File: src/rtl/ps2_pkg.sv
// ps2_pkg: shared types and constants for the PS/2 key source.
//   ps2_rx_state_t : frame receiver states
//   PS2_EXT/REL/PAUSE : prefix bytes recognised by the decoder
//   PS2_DROP / is_dropped() : keyboard housekeeping bytes that never form a key event
//   KEY_STROBE/KEY_PRESSED/KEY_EXT : bit positions inside the 11-bit ps2_key word
package ps2_pkg;

  typedef enum logic [1:0] {IDLE, DATA, PARITY, STOP} ps2_rx_state_t;

  localparam logic [7:0] PS2_EXT   = 8'hE0;
  localparam logic [7:0] PS2_REL   = 8'hF0;
  localparam logic [7:0] PS2_PAUSE = 8'hE1;

  // BAT ok, ACK, resend, echo, buffer overrun/error codes
  localparam int         PS2_NUM_DROP = 6;
  localparam logic [7:0] PS2_DROP [PS2_NUM_DROP] = '{8'hAA, 8'hFA, 8'hFE, 8'hEE, 8'h00, 8'hFF};

  localparam int KEY_STROBE  = 10;
  localparam int KEY_PRESSED = 9;
  localparam int KEY_EXT     = 8;

  function automatic logic is_dropped(input logic [7:0] code);
    logic hit;
    hit = 1'b0;
    for (int i = 0; i < PS2_NUM_DROP; i++) begin
      if (code == PS2_DROP[i]) hit = 1'b1;
    end
    return hit;
  endfunction

endpackage

File: src/rtl/ps2_frame_rx.sv
// ps2_frame_rx: synchronises the raw PS/2 pins, debounces the clock line and
// deserialises 11-bit frames (start, 8 data LSB first, odd parity, stop).
//   clk, reset        : system clock, synchronous active-high reset
//   ps2_clk, ps2_data : raw asynchronous pins
//   byte_valid        : one-cycle pulse, rx_byte holds a good byte
//   rx_byte[7:0]      : last received byte
//   err               : one-cycle pulse on parity/stop failure or mid-frame timeout
module ps2_frame_rx
  import ps2_pkg::*;
#(
  parameter int FILTER_LEN     = 8,
  parameter int TIMEOUT_CYCLES = 50000
) (
  input  logic       clk,
  input  logic       reset,
  input  logic       ps2_clk,
  input  logic       ps2_data,
  output logic       byte_valid,
  output logic [7:0] rx_byte,
  output logic       err
);

  localparam int CW = $clog2(FILTER_LEN + 1);
  localparam int TW = $clog2(TIMEOUT_CYCLES + 1);

  // Two-flop synchronisers; index 1 = clock pin, 0 = data pin. Idle bus is high.
  logic [1:0] pins;
  assign pins = {ps2_clk, ps2_data};

  for (genvar gi = 0; gi < 2; gi++) begin : g_sync
    logic meta_reg;
    logic sync_reg;
    always_ff @(posedge clk) begin
      if (reset) begin
        meta_reg <= 1'b1;
        sync_reg <= 1'b1;
      end else begin
        meta_reg <= pins[gi];
        sync_reg <= meta_reg;
      end
    end
  end

  logic clk_s;
  logic dat_s;
  assign clk_s = g_sync[1].sync_reg;
  assign dat_s = g_sync[0].sync_reg;

  // Glitch filter: the filtered level follows only after FILTER_LEN
  // consecutive synchronised samples disagree with it.
  logic          filt_reg;
  logic          filt_prev_reg;
  logic [CW-1:0] filt_cnt_reg;

  always_ff @(posedge clk) begin
    if (reset) begin
      filt_reg      <= 1'b1;
      filt_prev_reg <= 1'b1;
      filt_cnt_reg  <= '0;
    end else begin
      filt_prev_reg <= filt_reg;
      if (clk_s == filt_reg) begin
        filt_cnt_reg <= '0;
      end else if (filt_cnt_reg == CW'(FILTER_LEN - 1)) begin
        filt_reg     <= clk_s;
        filt_cnt_reg <= '0;
      end else begin
        filt_cnt_reg <= filt_cnt_reg + 1'b1;
      end
    end
  end

  logic fall;
  assign fall = filt_prev_reg & ~filt_reg;

  // Frame FSM
  ps2_rx_state_t state_reg, state_next;
  logic [2:0]    bit_cnt_reg, bit_cnt_next;
  logic [7:0]    shift_reg, shift_next;
  logic          parity_ok_reg, parity_ok_next;
  logic [TW-1:0] tmo_reg, tmo_next;
  logic          valid_reg, valid_next;
  logic          err_reg, err_next;

  always_ff @(posedge clk) begin
    if (reset) begin
      state_reg     <= IDLE;
      bit_cnt_reg   <= '0;
      shift_reg     <= '0;
      parity_ok_reg <= 1'b0;
      tmo_reg       <= '0;
      valid_reg     <= 1'b0;
      err_reg       <= 1'b0;
    end else begin
      state_reg     <= state_next;
      bit_cnt_reg   <= bit_cnt_next;
      shift_reg     <= shift_next;
      parity_ok_reg <= parity_ok_next;
      tmo_reg       <= tmo_next;
      valid_reg     <= valid_next;
      err_reg       <= err_next;
    end
  end

  always_comb begin
    state_next     = state_reg;
    bit_cnt_next   = bit_cnt_reg;
    shift_next     = shift_reg;
    parity_ok_next = parity_ok_reg;
    valid_next     = 1'b0;
    err_next       = 1'b0;

    if (state_reg == IDLE || fall) tmo_next = '0;
    else                           tmo_next = tmo_reg + 1'b1;

    case (state_reg)
      IDLE: begin
        // A falling edge with data high is line noise, not a start bit.
        if (fall && !dat_s) begin
          state_next   = DATA;
          bit_cnt_next = '0;
        end
      end
      DATA: begin
        if (fall) begin
          shift_next   = {dat_s, shift_reg[7:1]};
          bit_cnt_next = bit_cnt_reg + 1'b1;
          if (bit_cnt_reg == 3'd7) state_next = PARITY;
        end
      end
      PARITY: begin
        if (fall) begin
          // Odd parity: data bits plus parity bit hold an odd count of ones.
          parity_ok_next = ^{shift_reg, dat_s};
          state_next     = STOP;
        end
      end
      STOP: begin
        if (fall) begin
          state_next = IDLE;
          if (dat_s && parity_ok_reg) valid_next = 1'b1;
          else                        err_next   = 1'b1;
        end
      end
      default: state_next = IDLE;
    endcase

    if (state_reg != IDLE && !fall && tmo_reg == TW'(TIMEOUT_CYCLES - 1)) begin
      state_next = IDLE;
      err_next   = 1'b1;
    end
  end

  assign byte_valid = valid_reg;
  assign rx_byte    = shift_reg;
  assign err        = err_reg;

endmodule

File: src/rtl/ps2_key_source.sv
// ps2_key_source: turns a raw PS/2 keyboard stream into the 11-bit ps2_key
// event word {strobe, pressed, extended, scancode}.
//   clk, reset        : system clock, synchronous active-high reset
//   ps2_clk, ps2_data : raw asynchronous PS/2 pins
//   ps2_key[10:0]     : event word; bit 10 toggles once per key event
//   frame_error       : one-cycle pulse on a bad or timed-out frame
module ps2_key_source
  import ps2_pkg::*;
#(
  parameter int FILTER_LEN     = 8,
  parameter int TIMEOUT_CYCLES = 50000
) (
  input  logic        clk,
  input  logic        reset,
  input  logic        ps2_clk,
  input  logic        ps2_data,
  output logic [10:0] ps2_key,
  output logic        frame_error
);

  logic       byte_valid;
  logic [7:0] rx_byte;
  logic       rx_err;

  ps2_frame_rx #(
    .FILTER_LEN    (FILTER_LEN),
    .TIMEOUT_CYCLES(TIMEOUT_CYCLES)
  ) u_rx (
    .clk       (clk),
    .reset     (reset),
    .ps2_clk   (ps2_clk),
    .ps2_data  (ps2_data),
    .byte_valid(byte_valid),
    .rx_byte   (rx_byte),
    .err       (rx_err)
  );

  logic [10:0] key_reg;
  logic        ext_reg;
  logic        rel_reg;
  logic [2:0]  skip_reg;

  always_ff @(posedge clk) begin
    if (reset) begin
      key_reg  <= '0;
      ext_reg  <= 1'b0;
      rel_reg  <= 1'b0;
      skip_reg <= '0;
    end else if (rx_err) begin
      ext_reg <= 1'b0;
      rel_reg <= 1'b0;
    end else if (byte_valid) begin
      if (skip_reg != '0) begin
        // Inside the Pause sequence: swallow bytes, leave flags alone.
        skip_reg <= skip_reg - 1'b1;
      end else if (rx_byte == PS2_PAUSE) begin
        skip_reg <= 3'd7;
      end else if (rx_byte == PS2_EXT) begin
        ext_reg <= 1'b1;
      end else if (rx_byte == PS2_REL) begin
        rel_reg <= 1'b1;
      end else if (is_dropped(rx_byte)) begin
        ext_reg <= 1'b0;
        rel_reg <= 1'b0;
      end else begin
        key_reg[KEY_STROBE]  <= ~key_reg[KEY_STROBE];
        key_reg[KEY_PRESSED] <= ~rel_reg;
        key_reg[KEY_EXT]     <= ext_reg;
        key_reg[7:0]         <= rx_byte;
        ext_reg              <= 1'b0;
        rel_reg              <= 1'b0;
      end
    end
  end

  assign ps2_key     = key_reg;
  assign frame_error = rx_err;

endmodule
File: config.mk
export PLATFORM = sky130hd
export DESIGN_NAME = ps2_key_source
export DESIGN_NICKNAME = d
export VERILOG_FILES = /design/src/rtl/ps2_pkg.sv /design/src/rtl/ps2_frame_rx.sv /design/src/rtl/ps2_key_source.sv
export SDC_FILE = /design/constraint.sdc
export NUM_CORES = 1
export LEC_CHECK = 0
export ABC_AREA = 1
export CAP_MARGIN = 40
export CORE_MARGIN = 1.5
export CORE_UTILIZATION = 45
export CTS_CLUSTER_DIAMETER = 50
export CTS_CLUSTER_SIZE = 25
export DETAILED_ROUTE_END_ITERATION = 8
export DONT_BUFFER_PORTS = 1
export HOLD_SLACK_MARGIN = 0.12
export SYNTH_ARGS = -nofsm -noshare
export SYNTH_HDL_FRONTEND = slang
export SYNTH_SLANG_ARGS = --single-unit
File: constraint.sdc
create_clock -name clk -period 4.16 [get_ports clk]
set_input_delay 0.208 -clock clk [delete_from_list [all_inputs] [get_ports clk]]
set_output_delay 0.208 -clock clk [all_outputs]
set_load 0.02 [all_outputs]
==> run_results.csv, run 1 <==
group,metric,value,unit
yosys,ys_ff_latch,58,
drt,drtAntennaViolNets,0,
power,clockPowerShare,53.2,%
power,p_total,0.00123,W
sta,drv_slew,0,
drt,vias,2433,
finish,seq_area,1160,µm²
yosys,synthArstFlopShare,0,%
finish,layout-drive-gt1-share,10.7,%
drt,avgRoutedWirePerCell,11.2,µm
critical_path,reg2reg_depth,8,
power,p_sw_share,19.4,%
sta,max_freq,502,MHz
sta,tns,0,ns
critical_path,r2r_end,"ps2_key[6]",
yosys,synth_warnings,0,
drt,first_pass_iters,4,
power,p_leak,1.28,nW
critical_path,crit_type,"flip-flop to flip-flop",
global_route,grt_start_max_net_pins,30,
sta,rsz0062_at_grt,"no",
power,combPwrFrac,1.5,%
floorplan,die_h,81.9,µm
power,switchingPower,0.000239,W
global_route,grt_pass1_wl,9560,µm
clocking,clk_latency,0.33,ns
sta,layout_min_cycle_time,1.99,ns
clocking,cts_tree,"built",
global_route,grt_pass1_vias,2178,
yosys,synth_top_area_share,41.4,%
placed_design,port_buffers,0,
critical_path,critPathLaunchType,"flip-flop",
sta,worst_slew_pin_slew,0.813,ns
power,peakVddDrop,0.000192,V
clocking,htree_levels,3,
critical_path,cp.arrival,2.27,ns
worst_hold_path,min_path_type,"input port to flip-flop",
yosys,synth_nets,416,
placed_design,gp_congestion,0.858,
finish,antenna_cells,0,
power,seqPwrFrac,45.3,%
global_route,antenna_found_initial,0,
finish,final_nets,420,
power,powerDensity,394,nW/µm²
clocking,clockBufferDepth,2,
drt,viasPerCell,5.01,
yosys,syn-instance-count,402,
finish,largest_reg_flops,16,
finish,multiInputGateArea,1390,µm²
critical_path,r2r-start,"u_rx.rx_byte[4]",
clocking,cts-root-buf,"clkbuf_8",
sta,max_slew_margin,45.8,%
global_route,grt.total_usage,18.6,%
yosys,netlist_area,2800,µm²
yosys,synthTopCellsByArea,"dfxtp_1 41%, nand2_1 13%, nor2_1 6.7%",
finish,utilization,52.5,%
yosys,ys.flop_type,"dfxtp_1",
placed_design,place_hpwl,3860,µm
yosys,ys_types,28,
yosys,syn_area_per_cell,6.97,µm²
sta,hold_violations,0,
yosys,synth_edf_count,0,
critical_path,cp.required,4.44,ns
floorplan,core,5960,µm²
floorplan,num_rows,28,
clocking,clock-sinks,58,
worst_hold_path,holdPathStages,2,
sta,setup_viol,0,
run_status,status,"finished clean",
clocking,cts_made_buffers,9,
critical_path,cp_max_fo,12,
clocking,clk_pin_slew,0.07,ns
worst_hold_path,min_from,"reset",
drt,drt_iter0_drc,160,
global_route,overflow,0,
sta,post-route-period-util,47.9,%
drt,drcViolationCount,0,
yosys,synth_top_cell_by_area,"dfxtp_1",
drt,wirelength,5440,µm
floorplan,ios,16,
finish,num-fill-cells,578,
floorplan,die_area,6710,µm²
sta,fin_skew,0.00951,ns
floorplan,initial_core_util,47.1,%
critical_path,end_kind,"flip-flop",
finish,area_growth_syn_to_layout,11.6,%
yosys,ys_seq_area_share,41.4,%
floorplan,die_w,81.9,µm
worst_hold_path,hold_end,"u_rx.filt_prev_reg",
power,p_int,0.000993,W
flow_run,max-cap-violations,0,
critical_path,reg2reg_slack,2.17,ns
==> metrics by stage <==
stage                     area [µm²]  hold slack (ns)  worst slack, ns  std cells
after floorplan                 2800            0.312             2.70        402
after global placement          2850            0.281             2.26        467
after detailed placement        2850            0.282             2.22        467
after CTS                       3130            0.404             2.20        486
after global routing            3130            0.430             1.97        486
final                           3130            0.398             2.17        486
==> worst max-delay path, stage by stage, from the launching register on <==
cell and delay (ns):
dfxtp_1 0.39, inv_2 0.07, nand2_1 0.08, nor2_1 0.05, o21ai_1 0.57, nand3_1 0.23
nor2_4 0.37, nor2_1 0.07, nor2_1 0.10
==> final cells by class <==
type / count / share of cell area, %
multi-input combinational: 281 / 44.5
sequential: 58 / 37.1
inverter: 53 / 6.36
clock buffer: 11 / 4.84
clock inverter: 5 / 3.20
tap: 75 / 3.00
timing repair buffer: 3 / 0.960
==> power by group through the flow <==
stage,logic [W],clock network (W),registers [W]
2_1_floorplan,0.0000134,0,0.000571
3_3_place_gp,0.0000145,0,0.000571
3_5_place_dp,0.0000147,0,0.000571
4_1_cts,0.0000187,0.000668,0.000558
5_1_grt,0.0000217,0.000691,0.000558
6_report,0.0000184,0.000655,0.000558
==> cell usage after synthesis, drive strengths merged, types with 3 or more instances <==
master  instances
clkbuf          5
nor3            7
a21oi          27
ha             10
or2             5
nand2          97
nor2           64
inv            53
dfxtp          58
buf             5
xor2            3
nand4          15
o21ai          26
nand3          19
==> cells by family (layout without fill, tap and decap cells) <==
group                    Yosys count  after routing  share of synthesized area [%]
buffers and inverters             63             72                           8.88
flip-flops                        58             58                           41.4
XOR/XNOR                           3              3                          0.938
AO/OA/AOI/OAI                     58             58                           10.9
adder cells (fa/ha/maj)           10             10                           4.46
AND/OR/NAND/NOR                  210            210                           33.3
==> per-layer routing <==
| metal | vias up | global-route usage, % | routed length, µm |
|---|---|---|---|
| met3 | 9 | 4.33 | 217 |
| met4 | 0 | 8.64 | 89 |
| li1 | 1301 | - | - |
| met5 | - | 0 | 0 |
| met2 | 43 | 26.7 | 2260 |
| met1 | 1080 | 26.0 | 2880 |
==> worst max path at each step <==
stage,start,to,slack [ns]
2_1_floorplan,skip_reg[0],ps2_key[10],2.70
3_3_place_gp,u_rx.rx_byte[7],ps2_key[6],2.26
3_5_place_dp,u_rx.rx_byte[7],ps2_key[6],2.22
4_1_cts,u_rx.rx_byte[7],ps2_key[6],2.20
5_1_grt,u_rx.rx_byte[7],ps2_key[10],1.97
6_report,u_rx.rx_byte[4],ps2_key[6],2.17
==> placed cells by master, fill, tap and decap left out <==
cell           synthesis  final
clkbuf_8               0     11
bufinv_16              0      3
dfxtp_1               58     58
o21a_1                 1      1
nand4_1               15     15
o21bai_1               1      1
nand3_1               19     19
or2_2                  5      5
a21oi_1               27     27
o21ai_0               25     25
nor2_1                50     50
nor4_1                 2      2
inv_2                  6      6
o41ai_1                1      1
clkinv_2               0      2
o21ai_1                1      1
nor3_2                 1      1
nor3b_1                1      1
nor2_2                12     12
dlygate4sd3_1          0      3
nor3_1                 6      6
o211ai_1               1      1
inv_1                 47     47
o211a_1                1      1
xor2_1                 3      3
nand2_2                2      2
nor2_4                 2      2
ha_1                  10     10
nand2_1               95     95
==> timing repair <==
item | CTS | global route
setup buffers | 0 | 0
endpoints found under the hold margin | 13 | 0
hold buffers | 3 | 0
gates resized for setup | 0 | 0
(Power assumes the default switching activity.)
==> run 2, diff against run 1 <==
- clock period: 4.16 -> 1.7 ns (I/O delays scaled with it)
==> run 2 against run 1 <==
  * Count of clock-buffer cells in the layout grew 2
  * Worst hold slack lost 0.0031 ns
  * Sequential power grew 150%
  * Critical path depth grew 2
==> run_results.csv, run 2 (synthesized netlist as in run 1, its figures left out) <==
group,metric,value,unit
flow_run,max-cap-violations,0,
power,peakVddDrop,0.000574,V
critical_path,worstPathCellList,"nand2_1, nor2_1, nand2_1, nand2_1, inv_1, nand3_1, nor2_4, buf_12, nor2_2, nor2_1",
critical_path,reg2reg_slack,0.15,ns
finish,final_nets,429,
sta,worst_slew_pin_slew,0.487,ns
power,p_leak,1.30,nW
sta,holdWs,0.395,ns
finish,antenna_cells,0,
clocking,clock-sinks,58,
run_status,status,"finished clean",
drt,drt_iter0_drc,159,
finish,layout-drive-gt1-share,12.1,%
clocking,cts_tree,"built",
critical_path,r2r_end,"ps2_key[0]",
clocking,htree_levels,3,
floorplan,initial_core_util,47.1,%
critical_path,crit_type,"flip-flop to flip-flop",
critical_path,end_kind,"flip-flop",
drt,drtAntennaViolNets,0,
global_route,overflow,0,
drt,avgRoutedWirePerCell,11.0,µm
clocking,cts_made_buffers,9,
drt,wirelength,5430,µm
finish,layout.cells.non_filler,495,
global_route,grt.total_usage,18.2,%
clocking,clockBufferDepth,2,
sta,fin_skew,0.00909,ns
clocking,cts-root-buf,"clkbuf_8",
worst_hold_path,min_path_type,"input port to flip-flop",
floorplan,core,5960,µm²
floorplan,die_w,81.9,µm
sta,setup_viol,0,
floorplan,die_area,6710,µm²
sta,tns,0,ns
critical_path,critPathLaunchType,"flip-flop",
critical_path,critPathSlowestCell,"dfxtp_1",
finish,largest_reg_flops,16,
sta,post-route-period-util,91.3,%
critical_path,cp.arrival,1.78,ns
sta,drv_slew,0,
critical_path,cp.required,1.93,ns
placed_design,place_hpwl,3920,µm
sta,max_freq,644,MHz
floorplan,die_h,81.9,µm
global_route,grt_start_max_net_pins,26,
finish,final_common_cell,"nand2_1",
placed_design,post-place-cells,475,
placed_design,gp_congestion,0.846,
floorplan,num_rows,28,
sta,rsz0062_at_grt,"no",
critical_path,max_stage_delay,0.40,ns
drt,viasPerCell,4.94,
critical_path,path_common_cell,"nand2_1",
power,powerDensity,796,nW/µm²
placed_design,port_buffers,0,
critical_path,crit_path_end,"ps2_key[0]",
clocking,clk_latency,0.33,ns
drt,vias,2445,
sta,max_slew_margin,67.4,%
global_route,antenna_found_initial,0,
critical_path,reg2reg_depth,10,
power,p_total,0.00249,W
finish,final_cell_mix,"95 x nand2_1, 58 x dfxtp_1, 49 x nor2_1",
finish,num-fill-cells,603,
critical_path,cp_max_fo,9,
finish,area_growth_syn_to_layout,11.7,%
drt,first_pass_iters,4,
critical_path,critPathLaunch,"u_rx.rx_byte[7]",
global_route,grt_pass1_vias,2170,
global_route,grt_pass1_wl,9330,µm
drt,drcViolationCount,0,
sta,hold_violations,0,
clocking,clk_pin_slew,0.06,ns
floorplan,ios,16,
sta,layout_min_cycle_time,1.55,ns
critical_path,r2r-start,"u_rx.rx_byte[7]",
run 2: final cells by class:
class	count	area (µm²)	area share [%]
clock buffer	13	149	4.76
clock inverter	3	15.0	0.480
inverter	53	199	6.36
multi-input combinational	281	1400	44.8
sequential	58	1160	37.1
tap	75	93.8	3.00
timing repair buffer	12	110	3.52
run 2: how the worst min path moves through the flow:
stage / from / end / slack, ns / depth (start not counted)
finish: ps2_clk / u_rx.g_sync[1].meta_reg / 0.40 / 2
global route: ps2_clk / u_rx.g_sync[1].meta_reg / 0.38 / 2
CTS: ps2_clk / u_rx.g_sync[1].meta_reg / 0.38 / 2
detailed placement: reset / u_rx.bit_cnt_reg[2] / 0.16 / 1
global placement: reset / u_rx.bit_cnt_reg[2] / 0.16 / 1
floorplan: ps2_data / u_rx.g_sync[0].meta_reg / 0.19 / 1
run 2: what timing repair did:
action / CTS / global route
endpoints found under the hold margin: 16 / 0
setup endpoints to repair: 0 / 10
buffers inserted: 0 / 1
gates resized for setup: 0 / 2
hold buffers: 3 / 0
run 2: report_power, final:
| part | total [W] | leakage (nW) | internal (W) | switching, W |
|---|---|---|---|---|
| Clock | 0.00108 | 0.0872 | 0.000563 | 0.000517 |
| Sequential | 0.00137 | 0.468 | 0.00136 | 0.00000292 |
| Combinational | 0.0000459 | 0.747 | 0.0000179 | 0.0000280 |
| Total | 0.00249 | 1.30 | 0.00194 | 0.000548 |
run 2: worst max-delay path, delay by kind of cell, from the launching register on:
kind	cells	cell delay, ns
simple gates	8	0.85
flops	1	0.40
buf+inv	2	0.18
run 2: per-stage QoR:
step / instance area [µm²] / util, % / worst slack [ns]
2_1_floorplan: 2800 / - / 0.240
3_3_place_gp: 2910 / 48.8 / 0.202
3_5_place_dp: 2910 / 48.8 / 0.151
4_1_cts: 3100 / 52.1 / 0.134
5_1_grt: 3130 / 52.5 / 0.00367
6_report: 3130 / 52.5 / 0.148
run 2: routing by layer:
layer | up-vias | track usage [%] | share of wire [%]
li1 | 1312 | - | -
met4 | 0 | 8.64 | 1.2
met2 | 42 | 27.5 | 43
met3 | 6 | 4.56 | 3.9
met5 | - | 0 | 0
met1 | 1085 | 24.1 | 52
